==> src/rtl/ft2232h_sync_tx_fifo.sv <==
// ---------------------------------------------------------------------------
// ft2232h_sync_tx_fifo
// Buffers upstream words and streams them byte by byte into an FT2232H in
// synchronous FIFO mode (single 60 MHz CLKOUT domain). Bursts are limited to
// BURST_MAX committed bytes, after which WR# is held high for GAP_CYCLES
// cycles. A flush request produces a one-cycle SIWU# pulse once every
// buffered byte has been committed.
//
// Parameters
//   IN_BYTES   : bytes per upstream word (1..4), W = 8*IN_BYTES
//   DEPTH      : buffered upstream words (power of two, >= 2)
//   BURST_MAX  : committed bytes per burst before a forced gap
//   GAP_CYCLES : cycles WR# stays high after a full burst (>= 1)
//
// Ports
//   clk      in   FT2232H CLKOUT, all logic on rising edge
//   rst      in   synchronous active-high reset
//   s_valid  in   upstream word valid
//   s_ready  out  buffer can accept a word (level < DEPTH)
//   s_data   in   upstream word, byte 0 = s_data[7:0] is sent first
//   flush    in   one-cycle request to send-immediate buffered data
//   txe      in   FT2232H TXE#, active-low
//   wr       out  FT2232H WR#, active-low, registered
//   siwu     out  FT2232H SIWU#, active-low, registered
//   data_out out  byte on the FT2232H data bus, registered
//   level    out  words currently buffered
// ---------------------------------------------------------------------------
module ft2232h_sync_tx_fifo #(
  parameter int IN_BYTES   = 1,
  parameter int DEPTH      = 16,
  parameter int BURST_MAX  = 512,
  parameter int GAP_CYCLES = 2
) (
  input  logic                   clk,
  input  logic                   rst,
  input  logic                   s_valid,
  output logic                   s_ready,
  input  logic [8*IN_BYTES-1:0]  s_data,
  input  logic                   flush,
  input  logic                   txe,
  output logic                   wr,
  output logic                   siwu,
  output logic [7:0]             data_out,
  output logic [$clog2(DEPTH):0] level
);

  localparam int W  = 8 * IN_BYTES;
  localparam int AW = $clog2(DEPTH);
  localparam int LW = AW + 1;
  localparam int BW = (IN_BYTES > 1) ? $clog2(IN_BYTES) : 1;
  localparam int CW = $clog2(BURST_MAX + 1);
  localparam int GW = (GAP_CYCLES > 1) ? $clog2(GAP_CYCLES) : 1;

  localparam logic [1:0] IDLE = 2'b00;
  localparam logic [1:0] SEND = 2'b01;
  localparam logic [1:0] GAP  = 2'b10;

  logic [W-1:0]  mem [DEPTH];
  logic [1:0]    state;
  logic [1:0]    state_nxt;
  logic [AW-1:0] rd_ptr;
  logic [AW-1:0] rd_nxt;
  logic [AW-1:0] rd_ptr_inc;
  logic [AW-1:0] wr_ptr;
  logic [BW-1:0] byte_idx;
  logic [BW-1:0] idx_nxt;
  logic [CW-1:0] burst_cnt;
  logic [CW-1:0] burst_nxt;
  logic [GW-1:0] gap_cnt;
  logic [GW-1:0] gap_nxt;
  logic [LW-1:0] level_nxt;
  logic          wr_nxt;
  logic [7:0]    dout_nxt;
  logic          flush_pend;
  logic          pend_eff;
  logic          fire;
  logic          push;
  logic          commit;
  logic          last_byte;
  logic          pop;
  logic [7:0]    head_byte;
  logic [7:0]    next_byte;

  // Select byte idx of a buffered word (only indices below IN_BYTES exist).
  function automatic logic [7:0] pick_byte(input logic [W-1:0] word,
                                           input logic [BW-1:0] idx);
    logic [7:0] b;
    b = 8'h00;
    for (int i = 0; i < IN_BYTES; i++) begin
      b = (idx == BW'(i)) ? word[i*8 +: 8] : b;
    end
    return b;
  endfunction

  assign push       = s_valid & s_ready & ~rst;
  assign commit     = (state == SEND) & ~wr & ~txe;
  assign last_byte  = (byte_idx == BW'(IN_BYTES - 1));
  assign pop        = commit & last_byte;
  assign rd_ptr_inc = rd_ptr + AW'(1);
  assign head_byte  = pick_byte(mem[rd_ptr], byte_idx);
  // Byte to present after a commit; crosses into the next word after byte IN_BYTES-1.
  assign next_byte  = last_byte ? pick_byte(mem[rd_ptr_inc], BW'(0))
                                : pick_byte(mem[rd_ptr], byte_idx + BW'(1));

  // Buffered word count after this edge.
  always_comb begin
    level_nxt = level;
    if (push && !pop) begin
      level_nxt = level + LW'(1);
    end else if (!push && pop) begin
      level_nxt = level - LW'(1);
    end else begin
      level_nxt = level;
    end
  end

  // Transmit state machine: next state, WR#, bus byte, read position, counters.
  always_comb begin
    state_nxt = state;
    wr_nxt    = wr;
    dout_nxt  = data_out;
    rd_nxt    = rd_ptr;
    idx_nxt   = byte_idx;
    burst_nxt = burst_cnt;
    gap_nxt   = gap_cnt;
    case (state)
      IDLE: begin
        burst_nxt = CW'(0);
        if ((level != LW'(0)) && !txe) begin
          state_nxt = SEND;
          wr_nxt    = 1'b0;
          dout_nxt  = head_byte;
        end else begin
          state_nxt = IDLE;
        end
      end
      SEND: begin
        if (txe) begin
          // Byte on the bus was not taken: keep it and retry from IDLE.
          state_nxt = IDLE;
          wr_nxt    = 1'b1;
          burst_nxt = CW'(0);
        end else if (!wr) begin
          rd_nxt    = last_byte ? rd_ptr_inc : rd_ptr;
          idx_nxt   = last_byte ? BW'(0) : byte_idx + BW'(1);
          burst_nxt = burst_cnt + CW'(1);
          if (burst_cnt == CW'(BURST_MAX - 1)) begin
            state_nxt = GAP;
            wr_nxt    = 1'b1;
            burst_nxt = CW'(0);
            gap_nxt   = GW'(0);
          end else if (pop && (level == LW'(1))) begin
            state_nxt = IDLE;
            wr_nxt    = 1'b1;
            burst_nxt = CW'(0);
          end else begin
            dout_nxt  = next_byte;
          end
        end else begin
          state_nxt = IDLE;
          wr_nxt    = 1'b1;
          burst_nxt = CW'(0);
        end
      end
      GAP: begin
        if (gap_cnt == GW'(GAP_CYCLES - 1)) begin
          // Gap expiry takes the IDLE decision on the same edge so WR# is
          // high for exactly GAP_CYCLES cycles when data is waiting.
          burst_nxt = CW'(0);
          if ((level != LW'(0)) && !txe) begin
            state_nxt = SEND;
            wr_nxt    = 1'b0;
            dout_nxt  = head_byte;
          end else begin
            state_nxt = IDLE;
          end
        end else begin
          gap_nxt = gap_cnt + GW'(1);
        end
      end
      default: begin
        state_nxt = IDLE;
        wr_nxt    = 1'b1;
        burst_nxt = CW'(0);
      end
    endcase
  end

  // SIWU# fires once the buffer drains with nothing left on the bus; it is
  // never fired back-to-back so every pulse is exactly one cycle wide.
  assign pend_eff = flush_pend | flush;
  assign fire     = pend_eff & siwu & (level_nxt == LW'(0)) & (state_nxt != SEND);

  // Registered state, outputs and pointers.
  always_ff @(posedge clk) begin
    if (rst) begin
      state      <= IDLE;
      wr         <= 1'b1;
      siwu       <= 1'b1;
      data_out   <= 8'h00;
      level      <= LW'(0);
      s_ready    <= 1'b0;
      rd_ptr     <= AW'(0);
      wr_ptr     <= AW'(0);
      byte_idx   <= BW'(0);
      burst_cnt  <= CW'(0);
      gap_cnt    <= GW'(0);
      flush_pend <= 1'b0;
    end else begin
      state      <= state_nxt;
      wr         <= wr_nxt;
      siwu       <= ~fire;
      data_out   <= dout_nxt;
      level      <= level_nxt;
      s_ready    <= (level_nxt < LW'(DEPTH));
      rd_ptr     <= rd_nxt;
      wr_ptr     <= push ? wr_ptr + AW'(1) : wr_ptr;
      byte_idx   <= idx_nxt;
      burst_cnt  <= burst_nxt;
      gap_cnt    <= gap_nxt;
      flush_pend <= fire ? 1'b0 : pend_eff;
    end
  end

  // Word storage; contents need no reset because pointers and level do.
  always_ff @(posedge clk) begin
    if (push) begin
      mem[wr_ptr] <= s_data;
    end
  end

endmodule
==> config.mk <==
export PLATFORM = sky130hd
export DESIGN_NAME = ft2232h_sync_tx_fifo
export DESIGN_NICKNAME = d
export VERILOG_FILES = /design/src/rtl/ft2232h_sync_tx_fifo.sv
export SDC_FILE = /design/constraint.sdc
export NUM_CORES = 1
export LEC_CHECK = 0
export BUFFER_PORTS_ARGS = -buffer_cell sky130_fd_sc_hd__clkbuf_2
export CORE_ASPECT_RATIO = 0.8
export CORE_MARGIN = 2
export CORE_UTILIZATION = 50
export CTS_BUF_LIST = sky130_fd_sc_hd__clkbuf_4 sky130_fd_sc_hd__clkbuf_8
export DETAILED_ROUTE_END_ITERATION = 8
export GPL_ROUTABILITY_DRIVEN = 0
export PLACE_DENSITY = 0.77
export SLEW_MARGIN = 10
export SYNTH_ARGS = -nofsm -noshare
export SYNTH_HDL_FRONTEND = slang
export SYNTH_SLANG_ARGS = --single-unit
==> constraint.sdc <==
create_clock -name clk -period 5.2 [get_ports clk]
set_clock_uncertainty 0.1 [all_clocks]
set_input_delay 0.26 -clock clk [delete_from_list [all_inputs] [get_ports clk]]
set_output_delay 0.26 -clock clk [all_outputs]
set_load 0.02 [all_outputs]
Yosys cells after proc, flatten, opt, wreduce, memory -nomap -nowiden
Memories as Yosys holds them, arrays and structs flattened. A register that Yosys moved wholly into a read port is not among the register bits.
Cells that the tools add are included.
W data, S select, Z words.
{"block": "classes", "addsub": 7, "order_cmp": 1, "n_eq_ne": 11, "n_mux": 42, "bitwise_logic": 14, "n_reduce_logical": 17}
{"cell": "$mux W8", "n": 9}
{"cell": "$mux W10", "n": 5}
{"cell": "$pmux W8 S3", "n": 1}
{"cell": "$pmux W10 S2", "n": 1}
{"cell": "$mux W1", "n": 14}
{"cell": "$add A10 B1 Y10 const B", "n": 1}
{"cell": "$eq A10 B9 Y1 const B", "n": 1}
{"cell": "$mux W2", "n": 5}
{"cell": "$mux W5", "n": 2}
{"cell": "$ne A2 B2 Y1 const B", "n": 5}
{"cell": "$add A4 B1 Y4 const B", "n": 2}
{"cell": "$and A1 B1 Y1", "n": 8}
{"cell": "$mux W4", "n": 2}
{"cell": "$reduce_and A4 Y1", "n": 2}
{"cell": "$pmux W2 S3", "n": 1}
{"cell": "$reduce_and A6 Y1", "n": 1}
{"cell": "$add A5 B1 Y5 const B", "n": 1}
{"cell": "$eq A5 B1 Y1 const B", "n": 1}
{"cell": "$logic_not A5 Y1", "n": 1}
{"cell": "$lt A5 B5 Y1 const B", "n": 1}
{"cell": "$not A1 Y1", "n": 5}
{"cell": "$reduce_bool A5 Y1", "n": 1}
{"cell": "$sub A5 B1 Y5 const B", "n": 1}
{"cell": "$logic_and A1 B1 Y1", "n": 4}
{"cell": "13 further kinds", "n": 17}
{"block": "word_totals", "reg_bits": 39, "mem_bits_rw": 128, "in_bits": 13, "output_inout_bits": 16, "elab_cells": 105, "mem_count": 1}
{"memory": "mem", "words": 16, "width": 8, "rd": 2, "rd_ports_with_merged_regs": 1, "wr": 1, "line_no": "58", "source": "logic [W-1:0] mem [DEPTH];"}

Depth between registers and ports, before layout
{"block": "depth", "depth_word": 13, "depth_mapped": 8, "depth_no_buf": 7}

Least setup slack after synthesis
OpenSTA, ideal clock, no wires.
{"block": "synth_timing", "path_kind": "register to register", "startpoint": "register level[0]", "endpoint": "register flush_pend", "setup_time_ns": 0.137, "arrival_time_ns": 2.124, "required_ns": 4.963, "slack_ns": 2.839, "stages_incl_launch_ff": 7, "path_buffers": 0, "period_less_slack_ns": 2.361, "path_cell_list": "dfxtp_1 -> inv_1 -> ha_1 -> or4_1 -> o311a_1 -> a2111oi_4 -> a311oi_1"}
{"block": "synth_via", "elab_chain_len": 10, "word_cells_on_any_way": 20, "classes_between": "add/sub: 2; eq/ne: 2; mux: 9; bitwise: 2; reduce/logical: 5"}
{"item": "from (decl)", "line_no": "44", "source": "output logic [$clog2(DEPTH):0] level"}
{"item": "from (signal assigned)", "line_no": "214", "source": "level <= level_nxt;"}
{"item": "$eq A5 B1 Y1", "line_no": "152", "source": "end else if (pop && (level == LW'(1))) begin"}
{"item": "$logic_and A1 B1 Y1", "line_no": "152"}
{"item": "$mux W2", "line_no": "152"}
{"item": "$mux W2", "line_no": "147", "source": "if (burst_cnt == CW'(BURST_MAX - 1)) begin"}
{"item": "$mux W2", "line_no": "143", "source": "end else if (!wr) begin"}
{"item": "$mux W2", "line_no": "138", "source": "if (txe) begin"}
{"item": "$pmux W2 S3", "line_no": "126", "source": "case (state)"}
{"item": "$ne A2 B1 Y1", "line_no": "192", "source": "assign fire = pend_eff & siwu & (level_nxt == LW'(0)) & (state_nxt != SEND);"}
{"item": "$and A1 B1 Y1 *", "line_no": "192"}
{"item": "$reduce_or A2 Y1 (no line) *"}
{"item": "to (signal assigned)", "line_no": "221", "source": "flush_pend <= fire ? 1'b0 : pend_eff;"}
{"item": "to (decl)", "line_no": "74", "source": "logic flush_pend;"}
Every way passes the cells marked *; elsewhere a longest branch is shown, timed or not.
A chain may end at the register's enable or synchronous reset.

Final worst setup path
{"block": "layout_timing", "startpoint": "register rd_ptr[0]", "endpoint": "register data_out[5]"}
{"block": "layout_via", "elab_chain_len": 8}
{"item": "from (decl)", "line_no": "61", "source": "logic [AW-1:0] rd_ptr;"}
{"item": "from (signal assigned)", "line_no": "216", "source": "rd_ptr <= rd_nxt;"}
{"item": "$add A4 B1 Y4", "line_no": "99", "source": "assign rd_ptr_inc = rd_ptr + AW'(1);"}
{"item": "named net rd_ptr_inc[1]", "line_no": "63", "source": "logic [AW-1:0] rd_ptr_inc;"}
{"item": "$mem_v2 Z16 W8"}
{"item": "$mux W8", "line_no": "102", "source": "assign next_byte = last_byte ? pick_byte(mem[rd_ptr_inc], BW'(0))"}
{"item": "$mux W8", "line_no": "152"}
{"item": "$mux W8", "line_no": "147"}
{"item": "$mux W8", "line_no": "143"}
{"item": "$mux W8", "line_no": "138"}
{"item": "$pmux W8 S3", "line_no": "126"}
{"item": "to (signal assigned)", "line_no": "213", "source": "data_out <= dout_nxt;"}
{"item": "to (decl)", "line_no": "43", "source": "output logic [7:0] data_out,"}
The timed path passes the listed nets, and every way through them passes these cells. The select of a mux whose other input is x is not followed.

==> metrics.cfg <==
[run_status]
status = completed

[sta]
drv_slew = 0
hold_viol_final = 0
setup_viol = 0
clock.fmax_ghz = 0.302
fin_crit_sh = 0.636
setup_slack_ps = 1890
worstMarginPinSlew_ps = 1210
rsz0062_at_grt = false
period_needed_ps = 3310
slew_headroom = 0.189
hold_slack_ps = 85.4
finalSetupTns_ps = 0

[synth]
synthArstFlopShare = 0
synth-xor-area-share = 0.0120
synth-compound-area-share = 0.0594
ys_warn_count = 0
ys_seq_area_frac = 0.591
synthFlopType = edfxtp_1
synthDistinctLibCells = 53
ys_ff_latch = 170
synth_adder_area_share = 0.0158
avgSynthCellArea_sq_um = 15.3
syn_nets = 542
synth_top_family_by_area = multiplexers
synthMuxAreaShare = 0.211
synth_area_sq_um = 7930
syn_inst = 519
synth-edff-count = 128
synth-simple-area-share = 0.0892

[cts]
clk_pin_slew_ps = 90
cts_hold_buf = 1
cts_setup_buffers = 0
cts-root-buf = clkbuf_8
cts_made_buffers = 17
h-tree-depth = 4
clk_path_buf_depth = 2
clkLatencyLatePin_ps = 460
ctsResizeCount = 0
cts_tree = done
clock_sinks = 170

[finish]
final_cell_mix = 128 x edfxtp_1, 64 x mux4_2, 46 x nor2_1
multi_input_area_sq_um = 3080
layout-drive-gt1-share = 0.260
n_antenna_cell = 0
fin_util = 0.555
fin_cells = 772
register_area_sq_um = 4690
final_common_cell = edfxtp_1
nets = 568
syn_to_final_growth_pct = 9.63
stdcell_area_sq_um = 8690
fill_cells = 1221

[min_path]
hold_end = mem[3][2]$_DFFE_PP_
hp-class = primary input to flop
hold_depth = 1
min_from = s_data[2]

[drt]
vias_per_cell = 6.20
drtPass1Iterations = 4
drc = 0
drt_iter0_markers = 461
wl_per_cell_um = 22.5
ant_nets = 0
num_vias = 4785
finalWirelength_mm = 17.4

[floorplan]
initial_core_util = 0.507
ioPinCount = 29
die_area_sq_um = 16900
rows = 41
dieHeight_um = 117
die_w_um = 145
core_area_sq_um = 15600

[place]
dp_slack_ps = 1960
place_hpwl_mm = 11.0
port_buffers = 28
dpl-instance-area_sq_um = 8270
dpl.cell_count = 740

[pwr]
power_mw = 2.51
power_density_nw_per_um2 = 289
leakage_nw = 2.66
ir_drop_mv = 0.185

[global_routing]
antenna_found_initial = 0
grt_pass1_wl_mm = 26.3
grt_pass1_vias = 4756
grt_max_degree = 42
gr-usage-all-layers = 0.218
grt-ovfl-total = 0

[worst_setup_path]
cp-end-kind = flop
critPathMaxFanout = 35
worst-setup-path-type = flop to flop
r2r_slack_ps = 1890
crit_arrival_ps = 3520
cp-start-kind = flop
r2r_end = data_out[5]$_SDFFE_PP0P_
cp.required_ps = 5410
reg2reg_from = rd_ptr[0]$_SDFFE_PP0P_
rr_worst_depth = 8

[job]
cap_violations = 0

[area by class of cell]
class | instances | share of cell area
multi-input cells | 311 | 0.354
clock inverters | 14 | 0.0197
inverters | 5 | 0.00216
flip-flops and latches | 170 | 0.539
repair buffers | 40 | 0.0268
clock buffers | 17 | 0.0269
well taps | 215 | 0.0310
[state kept, by name, summed over array words and instances, names as in the netlist, named ones only]
name	count
data_out	8
s_ready	1
burst_cnt	10
state	2
flush_pend	1
level	5
gap_cnt	1
mem	128
siwu	1
wr_ptr	4
rd_ptr	4
wr	1
[cells in the mapped netlist (5+ instances only)]
master	number	area share
o21ai_0	11	0.0069
edfxtp_1	128	0.49
inv_1	5	0.0024
nor3_1	20	0.013
nand2_1	14	0.0066
nand2b_1	12	0.0095
dfxtp_1	42	0.11
nand3_1	8	0.0051
xor2_1	6	0.0066
nor2_1	46	0.022
mux4_2	64	0.18
a31oi_1	7	0.0055
clkbuf_1	17	0.0081
ha_1	10	0.016
buf_2	11	0.0069
mux2i_1	23	0.029
o22ai_1	8	0.0063
a21oi_1	15	0.0095
a211oi_1	6	0.0057
nor2b_1	7	0.0055
[worst max path at each step]
stage / start / endpoint / slack (ps) / depth (start not counted)
floorplan: level[0]$_SDFF_PP0_ / flush_pend$_SDFF_PP0_ / 2840 / 6
global placement: rd_ptr[0]$_SDFFE_PP0P_ / data_out[7]$_SDFFE_PP0P_ / 2060 / 8
detailed placement: rd_ptr[0]$_SDFFE_PP0P_ / data_out[5]$_SDFFE_PP0P_ / 1960 / 8
CTS: rd_ptr[0]$_SDFFE_PP0P_ / data_out[5]$_SDFFE_PP0P_ / 1910 / 8
global route: rd_ptr[0]$_SDFFE_PP0P_ / data_out[2]$_SDFFE_PP0P_ / 1700 / 8
finish: rd_ptr[0]$_SDFFE_PP0P_ / data_out[5]$_SDFFE_PP0P_ / 1890 / 8
[critical path: stages (launching register included)]
cell      delay, ps
dfxtp_2         320
buf_4           550
ha_1            830
buf_4           410
mux4_2          350
mux2i_1         200
mux2i_1         110
o22ai_1         200
a211oi_1         80
[per-layer routing]
metal / global-route usage / vias up / part of all wire
met3: 0.0652 / 31 / 0.079
met1: 0.285 / 2426 / 0.41
met5: 0.0292 / - / 0.0037
met4: 0.0751 / 2 / 0.019
met2: 0.348 / 193 / 0.49
li1: - / 2133 / -
[kinds of logic (layout without fill, tap and decap cells)]
kind of cell	count (synthesis)	after routing
AOI/OAI and AO/OA	68	68
xor gates and xnor gates	10	10
adders and majority gates	10	10
buffers and inverters	38	76
DFF	170	170
muxes	87	87
and+or+nand+nor	136	136
[report_power, final]
group / internal [mW] / switching [mW]
clock: 0.474 / 0.490
combinational: 0.0249 / 0.0483
sequential: 1.46 / 0.00807
total: 1.96 / 0.546
(Power assumes the default switching activity.)
